==> config.mk <==
export PLATFORM = sky130hd
export DESIGN_NAME = mesm6_alu_seq_flat
export DESIGN_NICKNAME = d
export VERILOG_FILES = /design/src/rtl/mesm6_alu_seq_if.sv /design/src/rtl/mesm6_alu_seq.sv /design/src/flat_wrapper.sv
export SDC_FILE = /design/constraint.sdc
export NUM_CORES = 1
export LEC_CHECK = 0
export CAP_MARGIN = 10
export CORE_AREA = 2 2 138 140
export CTS_BUF_LIST = sky130_fd_sc_hd__clkbuf_8
export CTS_CLUSTER_DIAMETER = 150
export CTS_CLUSTER_SIZE = 14
export DETAILED_ROUTE_END_ITERATION = 8
export DIE_AREA = 0 0 140 142
export HOLD_SLACK_MARGIN = 0.08
export PLACE_DENSITY = 0.82
export SLEW_MARGIN = 0
export SYNTH_ARGS = -nofsm -noshare
export SYNTH_HDL_FRONTEND = slang
export SYNTH_SLANG_ARGS = --single-unit
==> constraint.sdc <==
create_clock -name clk -period 16.2 [get_ports clk]
set_clock_uncertainty 0.05 [all_clocks]
set_input_delay 2.43 -clock clk [delete_from_list [all_inputs] [get_ports clk]]
set_output_delay 2.43 -clock clk [all_outputs]
set_load 0.03 [all_outputs]
==> src/rtl/mesm6_alu_seq_if.sv <==
// rtl/mesm6_alu_seq_if.sv - request, ALU and response bundle for the mesm6 ALU sequencer
`ifndef ALU_OP_WIDTH
`define ALU_OP_WIDTH 6
`endif
`ifndef ALU_NOP
`define ALU_NOP 0
`endif
`ifndef ALU_NOP_B
`define ALU_NOP_B 1
`endif
`ifndef ALU_AND
`define ALU_AND 2
`endif
`ifndef ALU_ADD
`define ALU_ADD 3
`endif

interface mesm6_alu_seq_if #(
    parameter int OP_W = `ALU_OP_WIDTH
) ();
    // control unit request side
    logic            req_valid;
    logic            req_ready;
    logic [OP_W-1:0] req_op;
    logic [47:0]     req_b;
    logic            abort;

    // ALU side
    logic [47:0]     alu_a;
    logic [47:0]     alu_b;
    logic [OP_W-1:0] alu_op;
    logic [47:0]     alu_r;
    logic [47:0]     alu_y;
    logic            alu_done;

    // architectural registers and completion
    logic [47:0]     acc;
    logic [47:0]     y;
    logic            rsp_valid;
    logic            err;

    // master: the sequencer itself
    modport master (
        input  req_valid, req_op, req_b, abort, alu_r, alu_y, alu_done,
        output req_ready, alu_a, alu_b, alu_op, acc, y, rsp_valid, err
    );

    // slave: control unit plus ALU surrounding the sequencer
    modport slave (
        output req_valid, req_op, req_b, abort, alu_r, alu_y, alu_done,
        input  req_ready, alu_a, alu_b, alu_op, acc, y, rsp_valid, err
    );
endinterface

==> src/rtl/mesm6_alu_seq.sv <==
// rtl/mesm6_alu_seq.sv - ALU initiator owning ACC and Y, with timeout and abort
`ifndef ALU_OP_WIDTH
`define ALU_OP_WIDTH 6
`endif
`ifndef ALU_NOP
`define ALU_NOP 0
`endif

module mesm6_alu_seq #(
    parameter int          OP_W    = `ALU_OP_WIDTH,
    parameter int          TIMEOUT = 64,
    parameter logic [47:0] ACC_RST = 48'h0
) (
    input logic              clk,
    input logic              reset,
    mesm6_alu_seq_if.master  bus
);
    typedef enum logic {IDLE, EXEC} state_t;

    localparam int              CNT_W    = $clog2(TIMEOUT + 1);
    localparam logic [CNT_W-1:0] CNT_LAST = CNT_W'(TIMEOUT - 1);
    localparam logic [OP_W-1:0]  OP_NOP   = OP_W'(`ALU_NOP);

    state_t            state;
    logic [CNT_W-1:0]  cnt;
    logic [47:0]       acc_q;
    logic [47:0]       y_q;
    logic [47:0]       b_q;
    logic [OP_W-1:0]   op_q;
    logic              rsp_q;
    logic              err_q;

    // alu_a is ACC itself, so the A operand is frozen for the whole EXEC phase
    assign bus.req_ready = (state == IDLE);
    assign bus.alu_a     = acc_q;
    assign bus.alu_b     = b_q;
    assign bus.alu_op    = op_q;
    assign bus.acc       = acc_q;
    assign bus.y         = y_q;
    assign bus.rsp_valid = rsp_q;
    assign bus.err       = err_q;

    // accept/execute sequencer; abort beats done, done beats timeout
    always_ff @(posedge clk or posedge reset) begin
        if (reset) begin
            state <= IDLE;
            cnt   <= '0;
            acc_q <= ACC_RST;
            y_q   <= 48'h0;
            b_q   <= 48'h0;
            op_q  <= OP_NOP;
            rsp_q <= 1'b0;
            err_q <= 1'b0;
        end else begin
            rsp_q <= 1'b0;
            err_q <= 1'b0;
            case (state)
                IDLE: begin
                    if (bus.req_valid) begin
                        op_q  <= bus.req_op;
                        b_q   <= bus.req_b;
                        cnt   <= '0;
                        state <= EXEC;
                    end
                end
                EXEC: begin
                    if (bus.abort) begin
                        op_q  <= OP_NOP;
                        state <= IDLE;
                    end else if (bus.alu_done) begin
                        acc_q <= bus.alu_r;
                        y_q   <= bus.alu_y;
                        rsp_q <= 1'b1;
                        op_q  <= OP_NOP;
                        state <= IDLE;
                    end else if (cnt == CNT_LAST) begin
                        err_q <= 1'b1;
                        op_q  <= OP_NOP;
                        state <= IDLE;
                    end else begin
                        cnt <= cnt + 1'b1;
                    end
                end
                default: state <= IDLE;
            endcase
        end
    end
endmodule

==> src/flat_wrapper.sv <==
// flat-port wrapper written by rule: the top's interface ports become plain ports
module mesm6_alu_seq_flat 
#(
    parameter int          OP_W    = `ALU_OP_WIDTH,
    parameter int          TIMEOUT = 64,
    parameter logic [47:0] ACC_RST = 48'h0
)
  (clk, reset, bus_req_valid, bus_req_op, bus_req_b, bus_abort, bus_alu_r, bus_alu_y, bus_alu_done, bus_req_ready, bus_alu_a, bus_alu_b, bus_alu_op, bus_acc, bus_y, bus_rsp_valid, bus_err);
  mesm6_alu_seq_if #(.OP_W(OP_W)) bus_i ();
  input logic clk;
  input logic reset;
  input wire logic [$bits(bus_i.req_valid)-1:0] bus_req_valid;
  input wire logic [$bits(bus_i.req_op)-1:0] bus_req_op;
  input wire logic [$bits(bus_i.req_b)-1:0] bus_req_b;
  input wire logic [$bits(bus_i.abort)-1:0] bus_abort;
  input wire logic [$bits(bus_i.alu_r)-1:0] bus_alu_r;
  input wire logic [$bits(bus_i.alu_y)-1:0] bus_alu_y;
  input wire logic [$bits(bus_i.alu_done)-1:0] bus_alu_done;
  output wire logic [$bits(bus_i.req_ready)-1:0] bus_req_ready;
  output wire logic [$bits(bus_i.alu_a)-1:0] bus_alu_a;
  output wire logic [$bits(bus_i.alu_b)-1:0] bus_alu_b;
  output wire logic [$bits(bus_i.alu_op)-1:0] bus_alu_op;
  output wire logic [$bits(bus_i.acc)-1:0] bus_acc;
  output wire logic [$bits(bus_i.y)-1:0] bus_y;
  output wire logic [$bits(bus_i.rsp_valid)-1:0] bus_rsp_valid;
  output wire logic [$bits(bus_i.err)-1:0] bus_err;
  assign bus_i.req_valid = bus_req_valid;
  assign bus_i.req_op = bus_req_op;
  assign bus_i.req_b = bus_req_b;
  assign bus_i.abort = bus_abort;
  assign bus_i.alu_r = bus_alu_r;
  assign bus_i.alu_y = bus_alu_y;
  assign bus_i.alu_done = bus_alu_done;
  assign bus_req_ready = bus_i.req_ready;
  assign bus_alu_a = bus_i.alu_a;
  assign bus_alu_b = bus_i.alu_b;
  assign bus_alu_op = bus_i.alu_op;
  assign bus_acc = bus_i.acc;
  assign bus_y = bus_i.y;
  assign bus_rsp_valid = bus_i.rsp_valid;
  assign bus_err = bus_i.err;
  mesm6_alu_seq #(.OP_W(OP_W), .TIMEOUT(TIMEOUT), .ACC_RST(ACC_RST)) u_core (.clk(clk), .reset(reset), .bus(bus_i));
endmodule
### Yosys cells after proc, flatten, opt, wreduce, memory -nomap -nowiden

Index checks and enable logic that the tools add are counted.

| cells by class | value |
|---|---|
| add/sub/neg operators | 1 |
| equality and inequality tests | 6 |
| multiplexer cells | 22 |
| bitwise operators | 2 |
| reduce and logical (&&, ||, !) cells | 4 |

Operators by type and width:

| kind | count |
|---|---|
| $mux W7 | 4 |
| $mux W6 | 4 |
| $pmux W7 S2 | 1 |
| $pmux W6 S2 | 1 |
| $mux W1 | 11 |
| $ne A2 B2 Y1 const B | 4 |
| $add A7 B1 Y7 const B | 1 |
| $eq A7 B6 Y1 const B | 1 |
| $ne A4 B4 Y1 const B | 1 |
| $reduce_and A2 Y1 | 2 |
| $reduce_and A4 Y1 | 1 |
| $reduce_and A3 Y1 | 1 |
| $not A1 Y1 | 2 |
| $pmux W1 S2 | 1 |

| word-level totals | value |
|---|---|
| bits in registers | 160 |
| output and inout port bits | 201 |
| logic and storage cells | 43 |

### Longest topological paths before layout

Gate-level depths: netlist of the first run.

| depth | value |
|---|---|
| word-level depth | 5 |
| mapped depth | 7 |
| mapped depth without buffers | 5 |

### Worst setup path after synthesis of the first run

Ideal clock, no wire load.

| timing | value |
|---|---|
| path kind | input to register |
| start point | input bus_req_valid |
| end point | register u_core.b_q[0] (netlist: u_core.bus.alu_b[0]) |
| library setup time | 0.117 ns |
| data arrival time | 3.260 ns |
| data required time | 16.033 ns |
| path slack | 12.773 ns |
| stages on the path | 7 |
| cell sequence | buf_2 > nor2b_1 > buf_2 > buf_4 > buf_4 > nand2_1 > nand2_1 |

| between the ends | value |
|---|---|
| longest elaborated chain between the ends | 1 |

RTL lines:

| what | line | text |
|---|---|---|
| start, declared | flat_wrapper.sv:12 | `input wire logic [$bits(bus_i.req_valid)-1:0] bus_req_valid;` |
| $reduce_and A2 Y1 (no line) | - |  |
| end signal, assigned | mesm6_alu_seq.sv:61 | `b_q <= bus.req_b;` |
| end, declared | mesm6_alu_seq.sv:28 | `logic [47:0] b_q;` |

Every way passes these cells.
A chain may end at the register's enable or synchronous reset.

### Worst setup path after layout of the first run

| timing | value |
|---|---|
| start point | input bus_abort |
| end point | register u_core.acc_q[6] (netlist: u_core.bus.acc[6]) |

| between the ends | value |
|---|---|
| longest elaborated chain between the ends | 2 |

RTL lines:

| what | line | text |
|---|---|---|
| start, declared | flat_wrapper.sv:15 | `input wire logic [$bits(bus_i.abort)-1:0] bus_abort;` |
| $not A1 Y1 (no line) | - |  |
| $reduce_and A3 Y1 (no line) | - |  |
| end signal, assigned | mesm6_alu_seq.sv:71 | `acc_q <= bus.alu_r;` |
| end, declared | mesm6_alu_seq.sv:26 | `logic [47:0] acc_q;` |

Every way passes these cells.

==> impl_metrics.toml, run 1 <==
[grt]
grt_max_degree = 87
grt_pass1_wl_mm = 29.9
grtUsageTotal_pct = 19.3
antenna_found_initial = 1
grt_overflow = 0
grt_pass1_vias = 5647

[place]
port_buffers = 355
dp_hpwl_mm = 14.1
place.gp.congestion = 0.794
dpl.cell_count = 1243
dpl_worst_slack_ns = 11.14

[worst_hold_path]
hold_end = "u_core.bus.alu_b[24]$_DFFE_PP0P_"
holdPathStages = 2
hold_start = "u_core.bus.alu_b[24]$_DFFE_PP0P_"
hold_class = "flop to flop"

[sta]
fin_crit_sh_pct = 28.3
setup_slack_ns = 11.61
hold_violations = 0
min_period_ns = 4.59
setup-tns-final_ns = 0
tightest_slew_ns = 1.18
timing.fmax_mhz = 218
rsz0062_at_grt = "false"
setup_violations = 0
slew-limit-headroom_pct = 21.2
slew_violations = 0

[cts]
cts.clk_slew.worst_paths_ns = 0.09
cts_hold_buf = 0
clock_path_buffers = 2
cts-buffers-inserted = 17
cts-resized-gates = 0
ctsHtreeMaxLevel = 4
clk_latency_ns = 0.45
cts_tree = "built"
clockRootBuffer = "clkbuf_8"
clock_sinks = 160
postCtsSetupBuffers = 0

[logic_synthesis]
postSynthCellCount = 732
yosysSeqAreaShare_pct = 61.4
ys_types = 30
synthTopCellsByArea = "dfrtp_1 61%, nand2_1 26%, buf_4 6.3%, buf_2 1.4%, mux2i_1 0.92%"
synth.top_cell.area_share_pct = 61.4
synth_area_leader_cell = "dfrtp_1"
synth_ff_type = "dfrtp_1"
syn_nets = 888
synth-edff-count = 0
synth_most_common_cell = "nand2_1"
ys_seq_elements = 160
synth_common_cells = "446 x nand2_1, 160 x dfrtp_1, 55 x buf_4"
async_flop_share_pct = 100
synth_area_mm2 = 0.00653
synth-warning-count = 0
avgSynthCellArea_um2 = 8.91

[floorplan]
die_h_um = 142
core_mm2 = 0.0185
die-area_mm2 = 0.0199
dieWidth_um = 140
rows = 50
ios = 356
start_util_pct = 35.4

[power]
power_leakage_nw = 4.96
vdd_drop_max_mv = 0.0617
p_total_mw = 1.44
power_density_mw_per_mm2 = 139
p_sw_uw = 562
p_comb_share_pct = 40.5
internal_power_uw = 877
pwr-share-clk_pct = 22.5
seq_power_share_pct = 37.0
p_sw_share_pct = 39.0

[worst_setup_path]
crit_path_frequent_cell = "nand2_1"
end_kind = "flop"
crit_fanout = 53
start_kind = "input pin"
cp.required_ns = 16.54
max_stage_delay_ns = 0.72
crit_arrival_ns = 4.93
criticalPathCategory = "input pin to flop"
critPathBufInv = 3
crit-reg2reg-launch = "u_core.state$_DFF_PP0_"
critPathTopFamily = "buffers and inverters"
rrSetupSlack_ns = 13.46
r2r_cells = 5
worstPathCellList = "clkdlybuf4s50_1 -> nand3b_4 -> inv_2 -> buf_4 -> nand2_1 -> nand2_1"
cp_slowest_cell = "inv_2"
r2r-end = "u_core.bus.acc[6]$_DFFE_PP0P_"

[final_layout]
fin_util_pct = 55.9
regArea_mm2 = 0.00400
final_nets = 1184
fin_cells = 1276
areaGrowthSynthToFinish_pct = 58.1
fill_cells = 1603
multi_input_area_mm2 = 0.00198
drive_gt1_share_pct = 4.23

[drt]
viasPerCell = 4.50
drtIter0Drc = 287
wirelength_mm = 19.4
drtPass1Iterations = 9
drt_drc_violations_left = 50
ant_nets = 0
routed-via-count = 5742
post_drt_wl_per_cell_um = 15.2

[outcome]
status = "complete, but fails checks"
violations = "DRC"

[run]
maxCapViolCount = 0
==> logic make-up after synthesis <==
group	after synthesis	share of synthesized area, %
muxes	6	0.920
buffers and inverters	87	8.51
AOI/OAI and AO/OA	17	1.71
xor gates and xnor gates	1	0.134
and+or+nand+nor	460	27.2
DFF	160	61.4
adders and majority gates	1	0.192
==> cell type report <==
| class | count | share of cell area (%) |
|---|---|---|
| tap | 234 | 2.84 |
| clock buffer | 17 | 2.27 |
| sequential | 160 | 38.8 |
| inverter | 5 | 0.230 |
| multi-input combinational | 485 | 19.2 |
| timing repair buffer | 359 | 34.7 |
| clock inverter | 15 | 1.88 |
| antenna | 1 | 0.0243 |
==> worst max-delay path by stage <==
stage / startpoint / cells after the start / endpoint
floorplan: reset / 1 / u_core.bus.acc[0]$_DFFE_PP0P_
global placement: bus_abort / 6 / u_core.bus.acc[0]$_DFFE_PP0P_
detailed placement: bus_abort / 6 / u_core.bus.acc[0]$_DFFE_PP0P_
CTS: bus_abort / 6 / u_core.bus.y[17]$_DFFE_PP0P_
global route: bus_abort / 6 / u_core.bus.y[17]$_DFFE_PP0P_
finish: bus_abort / 6 / u_core.bus.acc[6]$_DFFE_PP0P_
==> tightest hold or removal path, stage by stage, from the launching register on <==
cell and delay, ns:
dfrtp_1 0.35, nand2_1 0.05, nand2_1 0.05
==> cells in the final DEF (no fill, tap or decap) <==
| master | instances |
|---|---|
| clkbuf_8 | 17 |
| nor3b_2 | 1 |
| nand3_1 | 3 |
| dfrtp_1 | 160 |
| clkinvlp_4 | 3 |
| nand3b_4 | 1 |
| nor3_1 | 2 |
| inv_2 | 1 |
| o31a_1 | 1 |
| inv_8 | 3 |
| xnor2_1 | 1 |
| o311a_1 | 1 |
| nor2_1 | 1 |
| nor3_2 | 1 |
| mux2i_1 | 6 |
| or3_1 | 1 |
| nor2b_4 | 1 |
| or2_1 | 1 |
| diode_2 | 1 |
| nand2b_1 | 1 |
| a21oi_1 | 1 |
| a31oi_1 | 1 |
| inv_6 | 6 |
| bufinv_16 | 3 |
| a21oi_2 | 1 |
| o21ai_1 | 4 |
| inv_1 | 4 |
| nand2_1 | 446 |
| ha_1 | 1 |
| o21ai_0 | 6 |
| a221oi_2 | 1 |
| clkdlybuf4s50_1 | 355 |
| a21o_1 | 1 |
| or3b_4 | 1 |
| buf_4 | 4 |
==> state kept, by name (all words and copies together), names as in the netlist <==
signal / flops
u_core.bus.alu_op: 6
u_core.bus.alu_b: 48
u_core.cnt: 7
u_core.bus.rsp_valid: 1
u_core.bus.err: 1
u_core.bus.y: 48
u_core.state: 1
u_core.bus.acc: 48
==> metrics by stage <==
| stage | hold WS, ns | cell area, µm² |
|---|---|---|
| after floorplan | 0.446 | 6530 |
| after CTS | 0.433 | 10300 |
| after detailed placement | 0.411 | 9890 |
| after global placement | 0.407 | 9890 |
| after global routing | 0.450 | 10300 |
| final | 0.427 | 10300 |
==> power groups by stage <==
stage          Combinational (mW)  Clock, mW  Sequential (mW)
6_report                    0.582      0.324            0.533
5_1_grt                     0.613      0.351            0.543
4_1_cts                     0.588      0.334            0.533
3_5_place_dp                0.586          0            0.541
3_3_place_gp                0.579          0            0.538
2_1_floorplan               0.184          0            0.690
==> per-layer routing <==
layer | up-vias | global-route usage, % | wire length (µm)
met1 | 2680 | 21.9 | 7210
met5 | - | 0 | 0
met2 | 247 | 33.4 | 9930
met3 | 40 | 7.30 | 1760
li1 | 2775 | - | -
met4 | 0 | 7.34 | 538
(Power assumes the default switching activity.)
==> run 2, diff against run 1 <==
- PLACE_DENSITY: 0.82 -> 0.85
- clock period: 16.2 -> 4 ns (I/O delays scaled with it)
==> run 2 against run 1 <==
Against the previous run: the run still ends with DRC left; via count is 0.17% higher; sequential power grew to 4.1 times the previous value; global-route usage is 0.37 points lower; largest cell class unchanged.
==> impl_metrics.toml, run 2 (synthesized netlist as in run 1, its figures left out) <==
[outcome]
status = "complete, but fails checks"
violations = "DRC"

[sta]
slew_violations = 0
setup-tns-final_ns = 0
fin_crit_sh_pct = 65.0
rsz0062_at_grt = "false"
min_period_ns = 2.60
setup_violations = 0
slew-limit-headroom_pct = 30.6
timing.fmax_mhz = 384
tightest_slew_ns = 1.04
hold_violations = 0

[power]
p_comb_share_pct = 41.4
power_leakage_nw = 4.96
power_density_mw_per_mm2 = 553
internal_power_mw = 3.39
vdd_drop_max_mv = 0.229
pwr-share-clk_pct = 20.8
p_sw_share_pct = 40.5
p_sw_mw = 2.31
seq_power_share_pct = 37.8
p_total_mw = 5.70

[cts]
cts_hold_buf = 0
clock_sinks = 160
cts-buffers-inserted = 17
clockRootBuffer = "clkbuf_8"
cts-resized-gates = 0
clk_latency_ns = 0.45
postCtsSetupBuffers = 0
clock_path_buffers = 2
ctsHtreeMaxLevel = 4
cts.clk_slew.worst_paths_ns = 0.10
cts_tree = "built"

[worst_setup_path]
start_kind = "flop"
criticalPathCategory = "flop to primary output"
rrSetupSlack_ns = 1.88
r2r-end = "u_core.cnt[1]$_DFFE_PP0P_"
critPathTopFamily = "buffers and inverters"
cp_slowest_cell = "clkdlybuf4s50_1"
crit-reg2reg-launch = "u_core.state$_DFF_PP0_"
max_stage_delay_ns = 0.72
r2r_cells = 5
crit_arrival_ns = 1.95
critPathBufInv = 2
cp.required_ns = 3.35
end_kind = "primary output"
crit_fanout = 12
worstPathCellList = "inv_1 -> clkdlybuf4s50_1"

[floorplan]
die-area_mm2 = 0.0199
dieWidth_um = 140
ios = 356
die_h_um = 142
core_mm2 = 0.0185
rows = 50
start_util_pct = 35.4

[drt]
drt_drc_violations_left = 25
post_drt_wl_per_cell_um = 15.0
wirelength_mm = 19.1
viasPerCell = 4.50
ant_nets = 0
drtIter0Drc = 247
routed-via-count = 5752
drtPass1Iterations = 9

[worst_hold_path]
hold_class = "flop to flop"
holdPathStages = 2
hold_end = "u_core.bus.y[39]$_DFFE_PP0P_"
hold_start = "u_core.bus.y[39]$_DFFE_PP0P_"

[final_layout]
areaGrowthSynthToFinish_pct = 58.0
fill_cells = 1599
fin_area_mm2 = 0.0103
drive_gt1_share_pct = 4.41
final_common_cell = "nand2_1"
final_cell_mix = "446 x nand2_1, 355 x clkdlybuf4s50_1, 160 x dfrtp_1, 17 x clkbuf_8"
final_nets = 1185
fin_util_pct = 55.9

[grt]
grt_pass1_wl_mm = 29.5
grt_pass1_vias = 5670
grt_overflow = 0
grt_max_degree = 161
grtUsageTotal_pct = 18.9
antenna_found_initial = 1

[place]
port_buffers = 355
dp_hpwl_mm = 14.1
placedInstanceArea_mm2 = 0.00992
place.gp.congestion = 0.790

[run]
maxCapViolCount = 0
==> run 2: worst min-delay path, cell delays in order, from the launching register on <==
cell	delay [ns]
dfrtp_1	0.35
nand2_1	0.05
nand2_1	0.05
==> run 2: how the worst max path moves through the flow <==
stage | startpoint | endpoint | depth (start not counted)
floorplan | reset | u_core.bus.acc[0]$_DFFE_PP0P_ | 1
global placement | bus_req_valid | u_core.bus.alu_b[28]$_DFFE_PP0P_ | 5
detailed placement | bus_req_valid | u_core.bus.alu_b[20]$_DFFE_PP0P_ | 5
CTS | u_core.state$_DFF_PP0_ | bus_req_ready | 2
global route | u_core.state$_DFF_PP0_ | bus_req_ready | 2
finish | u_core.state$_DFF_PP0_ | bus_req_ready | 2
==> run 2: cell type report <==
type / count / area [µm²] / area share [%]
Sequential cell: 160 / 4000 / 38.8
Timing Repair Buffer: 360 / 3620 / 35.1
Multi-Input combinational cell: 485 / 1980 / 19.2
Tap cell: 234 / 293 / 2.84
Clock buffer: 17 / 234 / 2.27
Clock inverter: 15 / 158 / 1.53
Inverter: 5 / 22.5 / 0.218
Antenna cell: 1 / 2.50 / 0.0243
==> run 2: power by group through the flow <==
stage | Combinational [mW] | Sequential (mW) | Clock [mW]
after CTS | 2.38 | 2.16 | 1.22
after global placement | 2.34 | 2.18 | 0
after global routing | 2.48 | 2.20 | 1.29
final | 2.36 | 2.16 | 1.18
after floorplan | 0.746 | 2.79 | 0
after detailed placement | 2.38 | 2.19 | 0
==> run 2: metrics by stage <==
stage,hold WS [ns],worst slack (ns),instances
finish,0.430,1.40,1277
detailed placement,0.411,1.27,1244
global placement,0.407,1.33,1244
floorplan,0.446,1.32,732
CTS,0.434,1.37,1276
global route,0.453,1.30,1277
==> run 2: per-layer routing <==
metal / part of all wire (%) / global-route usage (%) / vias to the layer above / wire [µm]
met4: 3.5 / 7.50 / 0 / 666
met2: 51 / 32.8 / 242 / 9750
met3: 8.7 / 7.71 / 40 / 1670
met1: 37 / 20.9 / 2694 / 7050
met5: 0 / 0 / - / 0
li1: - / - / 2776 / -
==> run 3, diff against run 2 <==
- clock period: 4 -> 2.1 ns (I/O delays scaled with it)
==> run 3 against run 2 <==
Against the previous run: the run still ends with DRC left; die area unchanged; non-clock buffer count increased by 7; sequential share of layout area decreased by 0.28 points; critical path type unchanged.
==> impl_metrics.toml, run 3 (synthesized netlist as in run 1, its figures left out) <==
[power]
pwr-share-clk_pct = 19.7
vdd_drop_max_mv = 0.454
seq_power_share_pct = 38.1
p_total_mw = 10.8
p_sw_share_pct = 40.1
power_leakage_nw = 5.02
p_sw_mw = 4.32
internal_power_mw = 6.44
p_comb_share_pct = 42.2
power_density_mw_per_mm2 = 1040

[sta]
setup_violations = 0
rsz0062_at_grt = "false"
timing.fmax_mhz = 501
fin_crit_sh_pct = 95.1
slew-limit-headroom_pct = 66.1
setup_slack_ns = 0.104
min_period_ns = 2.00
slew_violations = 0
hold_violations = 0
tightest_slew_ns = 0.508

[cts]
clockRootBuffer = "clkbuf_8"
postCtsSetupBuffers = 0
cts_tree = "built"
cts.clk_slew.worst_paths_ns = 0.10
cts-buffers-inserted = 17
clock_path_buffers = 2
clock_sinks = 160
clk_latency_ns = 0.45
ctsHtreeMaxLevel = 4

[place]
dpl_worst_slack_ns = 0.238
place.gp.congestion = 0.814
dpl.cell_count = 1250
placedInstanceArea_mm2 = 0.0100
port_buffers = 355
dp_hpwl_mm = 14.5

[final_layout]
final_nets = 1192
final_cell_mix = "446 x nand2_1, 353 x clkdlybuf4s50_1, 160 x dfrtp_1, 17 x clkbuf_8"
fin_cells = 1284
areaGrowthSynthToFinish_pct = 59.2
fill_cells = 1594
final_common_cell = "nand2_1"
fin_area_mm2 = 0.0104
regArea_mm2 = 0.00400
multi_input_area_mm2 = 0.00198
drive_gt1_share_pct = 4.86

[worst_setup_path]
cp_slowest_cell = "clkdlybuf4s50_1"
critPathBufInv = 1
crit-reg2reg-launch = "u_core.cnt[1]$_DFFE_PP0P_"
max_stage_delay_ns = 0.78
worstPathCellList = "clkdlybuf4s50_1"
crit_fanout = 3
crit_arrival_ns = 1.63
cp.required_ns = 1.74
criticalPathCategory = "flop to primary output"
start_kind = "flop"
critPathTopFamily = "buffers and inverters"
r2r-end = "u_core.cnt[3]$_DFFE_PP0P_"
end_kind = "primary output"
rrSetupSlack_ns = 0.52
r2r_cells = 5

[grt]
antenna_found_initial = 1
grt_overflow = 0
grtUsageTotal_pct = 19.4
grt_max_degree = 97
grt_pass1_vias = 5815
grt_pass1_wl_mm = 30.3

[worst_hold_path]
hold_class = "input pin to flop"
hold_end = "u_core.bus.alu_b[30]$_DFFE_PP0P_"
holdPathStages = 3
hold_start = "bus_req_b[30]"

[floorplan]
die_h_um = 142
rows = 50
ios = 356
core_mm2 = 0.0185
dieWidth_um = 140
die-area_mm2 = 0.0199
start_util_pct = 35.4

[drt]
wirelength_mm = 19.5
post_drt_wl_per_cell_um = 15.2
drtIter0Drc = 268
viasPerCell = 4.52
drt_drc_violations_left = 25
routed-via-count = 5809
ant_nets = 0
drtPass1Iterations = 7

[outcome]
status = "complete, but fails checks"
violations = "DRC"

[run]
maxCapViolCount = 0
run 3: cell types whose count changed in the layout (fill, tap and decap cells not counted), sizes merged:
cell,before,now
buf,5,11
clkdlybuf4s50,355,353
dlymetal6s2s,0,1
clkinvlp,1,2
dlygate4sd2,0,1
dlygate4sd3,0,1
inv,14,13
run 3: worst reg2reg max path, cell delays in order (launching register included):
cell and delay, ns:
dfrtp_1 0.38, ha_1 0.20, nand2_1 0.12, o31a_1 0.36, or2_1 0.26, o21ai_1 0.13
run 3: worst max-delay path by stage:
stage / start / slack, ns / depth (start not counted) / end
finish: u_core.bus.acc[8]$_DFFE_PP0P_ / 0.10 / 1 / bus_alu_a[8]
floorplan: reset / -0.29 / 1 / u_core.bus.acc[0]$_DFFE_PP0P_
global route: u_core.bus.acc[8]$_DFFE_PP0P_ / 0.02 / 1 / bus_alu_a[8]
global placement: bus_alu_done / 0.25 / 5 / u_core.cnt[5]$_DFFE_PP0P_
detailed placement: bus_alu_done / 0.24 / 5 / u_core.cnt[5]$_DFFE_PP0P_
CTS: u_core.bus.acc[8]$_DFFE_PP0P_ / 0.03 / 1 / bus_alu_a[8]
run 3: timing repair:
action | 4_1_cts | 5_1_grt
setup endpoints to repair | 1 | 1
hold buffers | 1 | 0
gates resized for setup | 1 | 1
endpoints found under the hold margin | 2 | 0
run 3: metrics by stage:
stage / setup TNS [ns] / utilization (%) / hold slack (ns)
floorplan: -47.01 / - / 0.370
global placement: 0 / 54.3 / 0.407
detailed placement: 0 / 54.3 / 0.411
CTS: 0 / 56.2 / 0.294
global route: 0 / 56.3 / 0.294
finish: 0 / 56.3 / 0.329
run 3: layout make-up:
type	count	share of cell area, %
multi-input cells	485	19.1
well taps	234	2.82
clock buffers	17	2.25
inverters	5	0.217
flip-flops and latches	160	38.6
repair buffers	367	35.8
diodes	1	0.0241
clock inverters	15	1.20
run 3: layer usage:
layer | vias to the layer above | part of all wire [%] | track usage (%) | routed length [µm]
li1 | 2780 | - | - | -
met1 | 2723 | 36 | 21.1 | 7120
met2 | 263 | 51 | 34.3 | 9970
met3 | 43 | 8.8 | 7.13 | 1720
met4 | 0 | 3.6 | 8.35 | 707
met5 | - | 0 | 0 | 0
run 3: power groups by stage:
stage	Clock [mW]	Combinational [mW]	Sequential, mW
6_report	2.12	4.54	4.10
5_1_grt	2.32	4.78	4.18
4_1_cts	2.19	4.58	4.11
3_5_place_dp	0	4.58	4.16
3_3_place_gp	0	4.50	4.13
2_1_floorplan	0	1.42	5.32
